### src/rtl/tlc_pkg.sv
// ---------------------------------------------------------------------------
// tlc_pkg
// Shared types and constants for the two-way traffic light controller.
//   tlc_state_e  : 3-bit controller state. FLASH has a reserved code even
//                  when the flashing feature is not built; in that build the
//                  code is treated as illegal.
//   lamp_t       : one direction's {red, yellow, green} lamp bundle.
//   lamp_bus_t   : both directions plus the pedestrian walk lamp.
//   DEF_*        : default parameter values for the top module.
//   decode_lamps : Moore lamp decode of a state.
// ---------------------------------------------------------------------------
package tlc_pkg;

  typedef enum logic [2:0] {
    ST_ARN   = 3'd0,  // all-red, north-south next
    ST_NSG   = 3'd1,
    ST_NSY   = 3'd2,
    ST_ARE   = 3'd3,  // all-red, east-west next
    ST_EWG   = 3'd4,
    ST_EWY   = 3'd5,
    ST_WALK  = 3'd6,
    ST_FLASH = 3'd7
  } tlc_state_e;

  typedef struct packed {
    logic red;
    logic yellow;
    logic green;
  } lamp_t;

  typedef struct packed {
    lamp_t ns;
    lamp_t ew;
    logic  walk;
  } lamp_bus_t;

  localparam int DEF_TICK_DIV   = 50_000_000;
  localparam int DEF_GREEN_S    = 20;
  localparam int DEF_YELLOW_S   = 3;
  localparam int DEF_RED_CLR_S  = 2;
  localparam int DEF_PED_WALK_S = 10;
  localparam int DEF_CNT_W      = 8;

  localparam lamp_t LAMP_RED    = 3'b100;
  localparam lamp_t LAMP_YELLOW = 3'b010;
  localparam lamp_t LAMP_GREEN  = 3'b001;

  // Every direction defaults to red, so any unlisted code is a safe all-red.
  function automatic lamp_bus_t decode_lamps(input tlc_state_e st, input logic flash_on);
    lamp_bus_t lamps;
    lamps.ns   = LAMP_RED;
    lamps.ew   = LAMP_RED;
    lamps.walk = 1'b0;
    case (st)
      ST_NSG:  lamps.ns = LAMP_GREEN;
      ST_NSY:  lamps.ns = LAMP_YELLOW;
      ST_EWG:  lamps.ew = LAMP_GREEN;
      ST_EWY:  lamps.ew = LAMP_YELLOW;
      ST_WALK: lamps.walk = 1'b1;
      ST_FLASH: begin
        lamps.ns = {1'b0, flash_on, 1'b0};
        lamps.ew = {1'b0, flash_on, 1'b0};
      end
      default: lamps.walk = 1'b0;
    endcase
    return lamps;
  endfunction

endpackage

### src/rtl/tlc_tick_gen.sv
// ---------------------------------------------------------------------------
// tlc_tick_gen
// Prescaler producing a one-cycle tick every TICK_DIV enabled clocks.
//   clk      : clock
//   reset    : asynchronous, active-high reset (counter to 0)
//   i_enable : 1 = count, 0 = hold counter and suppress tick
//   o_tick   : high for the single cycle in which the counter is TICK_DIV-1
// TICK_DIV must be at least 2.
// ---------------------------------------------------------------------------
module tlc_tick_gen #(
  parameter int TICK_DIV = 50_000_000
) (
  input  logic clk,
  input  logic reset,
  input  logic i_enable,
  output logic o_tick
);

  localparam int                DIV_W   = $clog2(TICK_DIV);
  localparam logic [DIV_W-1:0]  DIV_MAX = DIV_W'(TICK_DIV - 1);
  localparam logic [DIV_W-1:0]  DIV_ONE = DIV_W'(32'd1);
  localparam logic [DIV_W-1:0]  DIV_ZERO = {DIV_W{1'b0}};

  logic [DIV_W-1:0] r_div;
  logic             w_at_max;

  assign w_at_max = (r_div == DIV_MAX);

  // Divider counter: wraps after TICK_DIV-1, frozen while disabled.
  always_ff @(posedge clk or posedge reset) begin
    if (reset) begin
      r_div <= DIV_ZERO;
    end else if (i_enable) begin
      r_div <= w_at_max ? DIV_ZERO : (r_div + DIV_ONE);
    end else begin
      r_div <= r_div;
    end
  end

  // Gated by enable so a freeze landing on the terminal count emits nothing.
  assign o_tick = w_at_max & i_enable;

endmodule

### src/rtl/traffic_light_ctrl_2way.sv
// ---------------------------------------------------------------------------
// traffic_light_ctrl_2way
// Two-direction (north-south / east-west) intersection controller with
// all-red clearance, latched pedestrian request served in a walk phase, and
// a seconds-remaining countdown for a display.
//
// Optional feature macro: TLC_FLASH_EN adds input flash_mode and the FLASH
// state (both yellows blinking once per tick).
//
// Ports:
//   clk, reset        : clock; asynchronous active-high reset
//   enable            : 1 = run, 0 = freeze prescaler, countdown and state
//   flash_mode        : (TLC_FLASH_EN only) request flashing-yellow mode
//   ped_req           : pedestrian request, any length >= 1 cycle
//   ns_red/yellow/green, ew_red/yellow/green : lamp drives
//   walk              : pedestrian walk lamp
//   ped_pending       : request latched and not yet served
//   tick              : one-cycle prescaler pulse
//   sec_remaining     : ticks left in the current phase minus one
//   phase             : current state encoding (debug)
// ---------------------------------------------------------------------------
module traffic_light_ctrl_2way
  import tlc_pkg::*;
#(
  parameter int TICK_DIV   = DEF_TICK_DIV,
  parameter int GREEN_S    = DEF_GREEN_S,
  parameter int YELLOW_S   = DEF_YELLOW_S,
  parameter int RED_CLR_S  = DEF_RED_CLR_S,
  parameter int PED_WALK_S = DEF_PED_WALK_S,
  parameter int CNT_W      = DEF_CNT_W
) (
  input  logic             clk,
  input  logic             reset,
  input  logic             enable,
`ifdef TLC_FLASH_EN
  input  logic             flash_mode,
`endif
  input  logic             ped_req,
  output logic             ns_red,
  output logic             ns_yellow,
  output logic             ns_green,
  output logic             ew_red,
  output logic             ew_yellow,
  output logic             ew_green,
  output logic             walk,
  output logic             ped_pending,
  output logic             tick,
  output logic [CNT_W-1:0] sec_remaining,
  output logic [2:0]       phase
);

  localparam logic [CNT_W-1:0] GREEN_LD  = CNT_W'(GREEN_S - 1);
  localparam logic [CNT_W-1:0] YELLOW_LD = CNT_W'(YELLOW_S - 1);
  localparam logic [CNT_W-1:0] RED_LD    = CNT_W'(RED_CLR_S - 1);
  localparam logic [CNT_W-1:0] WALK_LD   = CNT_W'(PED_WALK_S - 1);
  localparam logic [CNT_W-1:0] CNT_ZERO  = {CNT_W{1'b0}};
  localparam logic [CNT_W-1:0] CNT_ONE   = CNT_W'(32'd1);

  localparam logic DIR_NS = 1'b0;
  localparam logic DIR_EW = 1'b1;

  localparam lamp_bus_t LAMPS_RESET = {LAMP_RED, LAMP_RED, 1'b0};

  // Countdown value loaded on entry to a state.
  function automatic logic [CNT_W-1:0] load_value(input tlc_state_e st);
    logic [CNT_W-1:0] v;
    case (st)
      ST_NSG, ST_EWG: v = GREEN_LD;
      ST_NSY, ST_EWY: v = YELLOW_LD;
      ST_WALK:        v = WALK_LD;
      ST_FLASH:       v = CNT_ZERO;
      default:        v = RED_LD;
    endcase
    return v;
  endfunction

  tlc_state_e       r_state;
  tlc_state_e       w_state_seq;
  tlc_state_e       w_state_nxt;
  logic [CNT_W-1:0] r_cnt;
  logic [CNT_W-1:0] w_cnt_nxt;
  logic             r_next_dir;
  logic             w_next_dir_nxt;
  logic             r_flash_on;
  logic             w_flash_on_nxt;
  logic             r_ped_pending;
  logic             w_enter_walk;
  lamp_bus_t        r_lamps;
  lamp_bus_t        w_lamps_nxt;
  logic             w_tick;
  logic             w_cnt_zero;
  logic             w_phase_done;

  tlc_tick_gen #(
    .TICK_DIV (TICK_DIV)
  ) u_tick_gen (
    .clk      (clk),
    .reset    (reset),
    .i_enable (enable),
    .o_tick   (w_tick)
  );

  assign w_cnt_zero   = (r_cnt == CNT_ZERO);
  assign w_phase_done = w_tick & w_cnt_zero;

  // Next-state, countdown, direction memory, flash phase and lamp decode.
  always_comb begin
    w_state_seq    = r_state;
    w_next_dir_nxt = r_next_dir;

    case (r_state)
      ST_ARN: begin
        if (w_phase_done) begin
          if (r_ped_pending) begin
            w_state_seq    = ST_WALK;
            w_next_dir_nxt = DIR_NS;
          end else begin
            w_state_seq = ST_NSG;
          end
        end else begin
          w_state_seq = r_state;
        end
      end
      ST_NSG: w_state_seq = w_phase_done ? ST_NSY : r_state;
      ST_NSY: w_state_seq = w_phase_done ? ST_ARE : r_state;
      ST_ARE: begin
        if (w_phase_done) begin
          if (r_ped_pending) begin
            w_state_seq    = ST_WALK;
            w_next_dir_nxt = DIR_EW;
          end else begin
            w_state_seq = ST_EWG;
          end
        end else begin
          w_state_seq = r_state;
        end
      end
      ST_EWG: w_state_seq = w_phase_done ? ST_EWY : r_state;
      ST_EWY: w_state_seq = w_phase_done ? ST_ARN : r_state;
      ST_WALK: begin
        if (w_phase_done) begin
          w_state_seq = (r_next_dir == DIR_EW) ? ST_EWG : ST_NSG;
        end else begin
          w_state_seq = r_state;
        end
      end
`ifdef TLC_FLASH_EN
      // Leaving FLASH only happens on a tick where flash_mode has dropped;
      // a tick with flash_mode high is overridden below.
      ST_FLASH: w_state_seq = w_tick ? ST_ARN : r_state;
`endif
      // Illegal or unbuilt encodings recover to all-red immediately.
      default: w_state_seq = ST_ARN;
    endcase

`ifdef TLC_FLASH_EN
    w_state_nxt = (w_tick && flash_mode) ? ST_FLASH : w_state_seq;
`else
    w_state_nxt = w_state_seq;
`endif

    // Any state change reloads; self-loops only decrement on a tick.
    if (w_state_nxt != r_state) begin
      w_cnt_nxt = load_value(w_state_nxt);
    end else if (w_tick && !w_cnt_zero) begin
      w_cnt_nxt = r_cnt - CNT_ONE;
    end else begin
      w_cnt_nxt = r_cnt;
    end

    // Yellows start lit on FLASH entry and toggle on every later tick.
    if (w_state_nxt == ST_FLASH) begin
      if (r_state != ST_FLASH) begin
        w_flash_on_nxt = 1'b1;
      end else if (w_tick) begin
        w_flash_on_nxt = ~r_flash_on;
      end else begin
        w_flash_on_nxt = r_flash_on;
      end
    end else begin
      w_flash_on_nxt = 1'b0;
    end

    w_enter_walk = (w_state_nxt == ST_WALK) && (r_state != ST_WALK);
    w_lamps_nxt  = decode_lamps(w_state_nxt, w_flash_on_nxt);
  end

  // State register.
  always_ff @(posedge clk or posedge reset) begin
    if (reset) begin
      r_state <= ST_ARN;
    end else begin
      r_state <= w_state_nxt;
    end
  end

  // Countdown, direction memory, flash phase, pedestrian latch and lamps.
  // Lamps are decoded from the next state so they register alongside it.
  always_ff @(posedge clk or posedge reset) begin
    if (reset) begin
      r_cnt         <= RED_LD;
      r_next_dir    <= DIR_NS;
      r_flash_on    <= 1'b0;
      r_ped_pending <= 1'b0;
      r_lamps       <= LAMPS_RESET;
    end else begin
      r_cnt         <= w_cnt_nxt;
      r_next_dir    <= w_next_dir_nxt;
      r_flash_on    <= w_flash_on_nxt;
      // A request arriving on the walk-entry cycle survives the clear.
      r_ped_pending <= ped_req | (r_ped_pending & ~w_enter_walk);
      r_lamps       <= w_lamps_nxt;
    end
  end

  assign ns_red        = r_lamps.ns.red;
  assign ns_yellow     = r_lamps.ns.yellow;
  assign ns_green      = r_lamps.ns.green;
  assign ew_red        = r_lamps.ew.red;
  assign ew_yellow     = r_lamps.ew.yellow;
  assign ew_green      = r_lamps.ew.green;
  assign walk          = r_lamps.walk;
  assign ped_pending   = r_ped_pending;
  assign tick          = w_tick;
  assign sec_remaining = r_cnt;
  assign phase         = r_state;

endmodule

### config.mk
export PLATFORM = sky130hd
export DESIGN_NAME = traffic_light_ctrl_2way
export DESIGN_NICKNAME = d
export VERILOG_FILES = /design/src/rtl/tlc_pkg.sv /design/src/rtl/tlc_tick_gen.sv /design/src/rtl/traffic_light_ctrl_2way.sv
export SDC_FILE = /design/constraint.sdc
export NUM_CORES = 1
export LEC_CHECK = 0
export ABC_AREA = 1
export BUFFER_PORTS_ARGS = -buffer_cell sky130_fd_sc_hd__buf_2
export CORE_AREA = 2 2 86 88
export CTS_CLUSTER_SIZE = 16
export DETAILED_ROUTE_END_ITERATION = 7
export DIE_AREA = 0 0 88 90
export SLEW_MARGIN = 15
export SYNTH_ARGS = -nofsm -noshare
export SYNTH_HDL_FRONTEND = slang
export SYNTH_SLANG_ARGS = --single-unit
export TNS_END_PERCENT = 1
### constraint.sdc
create_clock -name clk -period 3.85 [get_ports clk]
set_clock_uncertainty 0.05 [all_clocks]
set_input_delay 0.77 -clock clk [delete_from_list [all_inputs] [get_ports clk]]
set_output_delay 0.77 -clock clk [all_outputs]
set_load 0.02 [all_outputs]
After elaboration in Yosys (flattened, before gate mapping)
Cells that the tools add are included. W data, S select, Z words.

Bits in registers: 47. Output and inout port bits: 20. Word-level logic and storage cells: 77.

Add/sub/neg operators: 2. Equal/unequal tests: 20. Muxes and demuxes: 26. Bitwise operators: 6. Reductions and logical operators: 10.

Operators by type and width (number): $mux W3 (9); $add A26 B1 Y26 const B (1); $eq A26 B26 Y1 const B (1); $mux W26 (1); $eq A3 B3 Y1 const B (7); $pmux W3 S7 (1); $pmux W5 S4 (1); $pmux W3 S3 (2); $mux W8 (2); $eq A3 B2 Y1 const B (3); $logic_not A8 Y1 (1); $mux W1 (8); $ne A2 B2 Y1 const B (4); $sub A8 B1 Y8 const B (1); $eq A3 B1 Y1 const B (2); $ne A3 B3 Y1 const B (2); $reduce_and A5 Y1 (1); $reduce_bool A2 Y1 (2); $reduce_or A2 Y1 (2); $and A1 B1 Y1 (3); $logic_not A3 Y1 (1); $ne A3 B3 Y1 (1); $logic_and A1 B1 Y1 (2); $mux W2 (1); 4 further kinds (5).

Logic depth before layout (Yosys ltp)
Word-level depth: 10. Depth in mapped cells: 19. Mapped depth without buffers: 18.

Hierarchy
A second synthesis with hierarchy kept.

Cells, all modules: 380. Area, all modules: 2826.5 um2.

By module, submodules not included: tlc_tick_gen (times used 1, cells an instance 229, area an instance 1595.3 um2); traffic_light_ctrl_2way (times used 1, cells an instance 151, area an instance 1231.2 um2).

Worst setup path after synthesis
No wires, ideal clock.

Kind: input port to flip-flop. Start: input enable. End: register r_cnt[3], in the netlist sec_remaining[3]. Setup time: 0.120 ns. Arrival time: 2.086 ns. Required time: 3.680 ns. Path slack: 1.594 ns. Stages: 12. Path buffers: 1. Path through: inv_2 -> nor2_1 -> nand4_1 -> nor2_4 -> nand4_1 -> nand3_2 -> nand2_4 -> nand2_2 -> nand3_4 -> buf_6 -> o21ai_1 -> nor2_1.

Cells in the longest elaborated chain, start to end: 8.

RTL lines: from (decl) (RTL line traffic_light_ctrl_2way.sv:34) `input logic enable,`; $and A1 B1 Y1 (*) (RTL line tlc_tick_gen.sv:41) `assign o_tick = w_at_max & i_enable;`; net tick (RTL line traffic_light_ctrl_2way.sv:47) `output logic tick,`; $and A1 B1 Y1 (RTL line traffic_light_ctrl_2way.sv:104) `assign w_phase_done = w_tick & w_cnt_zero;`; $mux W3, or another cell as far along (RTL line traffic_light_ctrl_2way.sv:141) `if (w_phase_done) begin`; $pmux W3 S7 (RTL line traffic_light_ctrl_2way.sv:111) `case (r_state)`; $eq A3 B2 Y1, or another cell as far along (RTL line traffic_light_ctrl_2way.sv:67) `case (st)`; $reduce_or A2 Y1 (RTL line traffic_light_ctrl_2way.sv:67); $pmux W5 S4 (RTL line traffic_light_ctrl_2way.sv:67); $mux W8 (RTL line traffic_light_ctrl_2way.sv:163) `if (w_state_nxt != r_state) begin`; to (signal assigned) (RTL line traffic_light_ctrl_2way.sv:207) `r_cnt <= w_cnt_nxt;`; to (decl) (RTL line traffic_light_ctrl_2way.sv:80) `logic [CNT_W-1:0] r_cnt;`.

Mark *: on every way through the listed nets, which the timed path passes. The rest lies on a longest branch. A chain may end at the register's enable or synchronous reset.

Final worst setup path
Start: input enable. End: output tick.

Cells in the longest elaborated chain, start to end: 1.

RTL lines (RTL line): $and A1 B1 Y1 (tlc_tick_gen.sv:41); to (decl) (traffic_light_ctrl_2way.sv:47).

Every way passes these cells.

==> results <==
- The setup fix buffers added after clock tree synthesis is 0.
- The CTS H-tree depth is 2.
- The worst setup path is launched from a primary input.
- The post-synthesis net count is 361.
- The core region is 0.00702 mm².
- Global routing finished with a remaining overflow of 0.
- Setup repair after global routing left no endpoint under its margin.
- For this block, the initial DRC count from the detailed router was ~140.
- The initial cell density of the core is between 30% and 40%.
- The fraction of the core area covered by cells at the end of the flow is 43.8%.
- The initial antenna violation count is 0.
- The standard-cell row count is 31.
- The die covers 0.00792 mm².
- The mean area per synthesized cell is 7.66 µm².
- The number of filler instances in the final layout is 714.
- The biggest fanout along the worst timing path is 11.
- Counting stages on the worst path, the most repeated cell is buf_2.
- The per-cell routed wire length is 11.8 µm.
- The final critical path takes up slightly below 70% of the cycle.
- The netlist uses 36 different library cells.
- The maximum achievable frequency is approximately 0.38 GHz.
- The flow ran to the end, and the final reports show no timing, DRC or antenna violations.
- The most area-hungry cell type in the Yosys netlist is dfrtp_1.
- At the end of routability-driven placement, the weighted congestion stood at roughly 0.86.
- From left edge to right edge, the die measures 88 µm.
- The number of antenna diodes in the final layout is 0.
- The final cell count without fillers is 481.
- The count of instances resized after the clock tree is built is 0.
- The vias after detailed routing is 2320.
- Of the post-synthesis cell area, the dominant cell type holds 39.7%.
- The clock slew seen by the registers of the worst setup and hold paths is around 0.080 ns.
- The die height is 90 µm.
- Summing internal, switching and leakage power gives between 1 and 1.5 mW.
- For this design the top-level I/O count stands at 24.
- In the post-synthesis netlist, the biggest area contributors are dfrtp_1 (40%), nand2_1 (10%), inv_1 (5.8%).
- The number of hold buffers added after CTS was 0.
- The leakage power summed over all cells is approximately 1.5 nW.
- The master cell of the clock root buffer is clkbuf_8.
- The clock latency of the later-clocked register in the worst-skew pair is 0.30 ns.
- The post-synthesis async set-or-reset flop share is between 90% and 100%.
- The count of endpoints failing hold in the final timing report is 0.
- The global-route wire length before repair is a little under 10000 µm.
- The via count normalized by instance count is 4.82.
- Entering global routing, the biggest net connects 47 pins.
- The commonest register cell after synthesis is dfrtp_1.
- The final antenna-violating net count is 0.
- Max-cap violations in this run came to 0.
- The length of the first detailed-routing pass in iterations is 4.
- The type of the tightest min-delay check is reg2reg.
- The worst-margin pin slew is 0.937 ns.
- The largest vdd supply drop is around 0.00019 V.
- For this run, the number of Yosys warnings is 0.
- The post-route netlist has 20.2% of its cells at a drive strength greater than 1.
- The port buffer count is 23.
- CTS saw 46 sinks.
- The final critical-path required period is around 2.6 ns.
- The worst endpoint required time is 3.03 ns.
- The number of global-route vias before repair came to 2195.
- The share of synthesized area occupied by flip-flops and latches is 42.6%.
- Setup total negative slack on the finished layout was measured at 0 ns.
- The power per standard cell area is 408 mW/mm².
- The register bit count reported by yosys is 46.
- For this run, the post-layout net count is approximately 390.
- No sink is reached through more buffers than the 2 on the longest clock path.
- The growth of design area from synthesis to finish is 13.3%.
- The final count of negative-setup-slack endpoints is 0.
- The final layout contains routed wiring with a total length of approximately 5700 µm.
- The critical path's largest stage delay is 0.24 ns.
- STA puts the critical path data arrival time at 1.82 ns.
- The relative slew slack is 37.5%.
- Summing every instance area after synthesis gives approximately 0.0027 mm².
- The critical path goes through buf_2 > inv_2 > nor2_1 > nand4_1 > nor2_4 > buf_2.
- The slowest stage cell on the critical path is nor2_4.
- After synthesis, the most frequently instantiated cells are nand2_1 (75), dfrtp_1 (43), inv_1 (42), nor2_1 (38), nand3_1 (21).
- The clock tree from TritonCTS is done.
- The worst setup path is of the in2out kind.
- STA classifies the critical path endpoint as a primary output.
- In the synthesized netlist, the number of instances is 354.
- The global router's overall resource usage is about 15%.
- The number of flops mapped to enable cells by yosys is 0.
- In the post-synthesis netlist, the cell with the most instances is nand2_1.
- The number of buffers created by CTS is 5.
- For this run, design rule violations remaining after detail routing come to 0.
- Once detailed placement completed, the half-perimeter wirelength came to between 4000 and 5000 µm.
- The final number of max-transition violations came to 0.
- The cell count after placement is 473.
-- routing by layer --
metal | vias up | wire length (µm) | track usage, %
met3 | 8 | 188 | 2.66
met5 | - | 0 | 0
li1 | 1185 | - | -
met1 | 1079 | 2700 | 20.8
met2 | 48 | 2680 | 24.9
met4 | 0 | 97 | 5.26
-- stage by stage --
step	area [µm²]	worst slack, ns	hold WS [ns]
floorplan	2710	1.59	0.403
global placement	2930	1.18	0.423
detailed placement	2930	1.14	0.425
CTS	3070	1.19	0.446
global route	3070	1.08	0.475
finish	3070	1.21	0.444
-- state kept, by name, indices dropped and copies added (netlist names) --
signal	cells
ped_pending	1
u_tick_gen.r_div	26
ew_green	1
ew_red	1
walk	1
ns_yellow	1
sec_remaining	8
phase	3
r_next_dir	1
ew_yellow	1
ns_red	1
ns_green	1
-- cell type report --
class | count | area (µm²) | share of cell area, %
clock buffers | 6 | 82.6 | 2.69
clock inverters | 2 | 60.1 | 1.95
inverters | 61 | 229 | 7.45
multi-input cells | 243 | 1300 | 42.3
flip-flops and latches | 46 | 1150 | 37.6
well taps | 99 | 124 | 4.03
repair buffers | 24 | 123 | 3.99
-- critical path: cells and delay by family --
| kind | cells | cell delay, ns |
|---|---|---|
| buf+inv | 3 | 0.51 |
| simple gates | 3 | 0.53 |
-- layout by cell type (no fill, tap or decap), drive strengths merged --
cell type	synthesis	layout
nor4	4	4
xnor2	1	1
clkbuf	1	6
dfrtp	43	43
o21a	2	2
nand3	26	26
clkinv	3	3
a41oi	1	1
ha	3	3
o31ai	1	1
nand2	82	82
nand4	8	8
bufinv	0	2
dfstp	3	3
xor2	13	13
nor3	20	20
a31oi	2	2
o21ai	16	16
a21o	1	1
a211oi	3	3
nor2	46	46
o2111ai	1	1
buf	3	24
a21oi	12	12
inv	58	58
nor3b	1	1
-- cells by family after synthesis --
logic type | synth area share [%]
AO/OA/AOI/OAI | 8.21
XOR/XNOR | 4.52
adder cells (fa/ha/maj) | 1.38
buffers and inverters | 9.46
flip-flops | 42.6
AND/OR/NAND/NOR | 33.9
-- final timing paths --
| path | startpoint | to | slack (ns) | cells after the start |
|---|---|---|---|---|
| max in group asynchronous | reset | u_tick_gen.r_div[14] | 2.54 | 2 |
| max | enable | tick | 1.21 | 6 |
| min | r_next_dir | r_next_dir | 0.44 | 2 |
| min in group asynchronous | reset | walk | 0.63 | 2 |
| max reg2reg | u_tick_gen.r_div[0] | u_tick_gen.r_div[22] | 1.50 | 10 |
| min reg2reg | r_next_dir | r_next_dir | 0.44 | 2 |
-- where the power goes --
group	switching, mW	internal [mW]	leakage, nW
Clock	0.163	0.277	0.0714
Sequential	0.0594	0.540	0.541
Combinational	0.139	0.0755	0.921
Total	0.362	0.892	1.53
No activity file was read; power rests on OpenSTA's default activity.
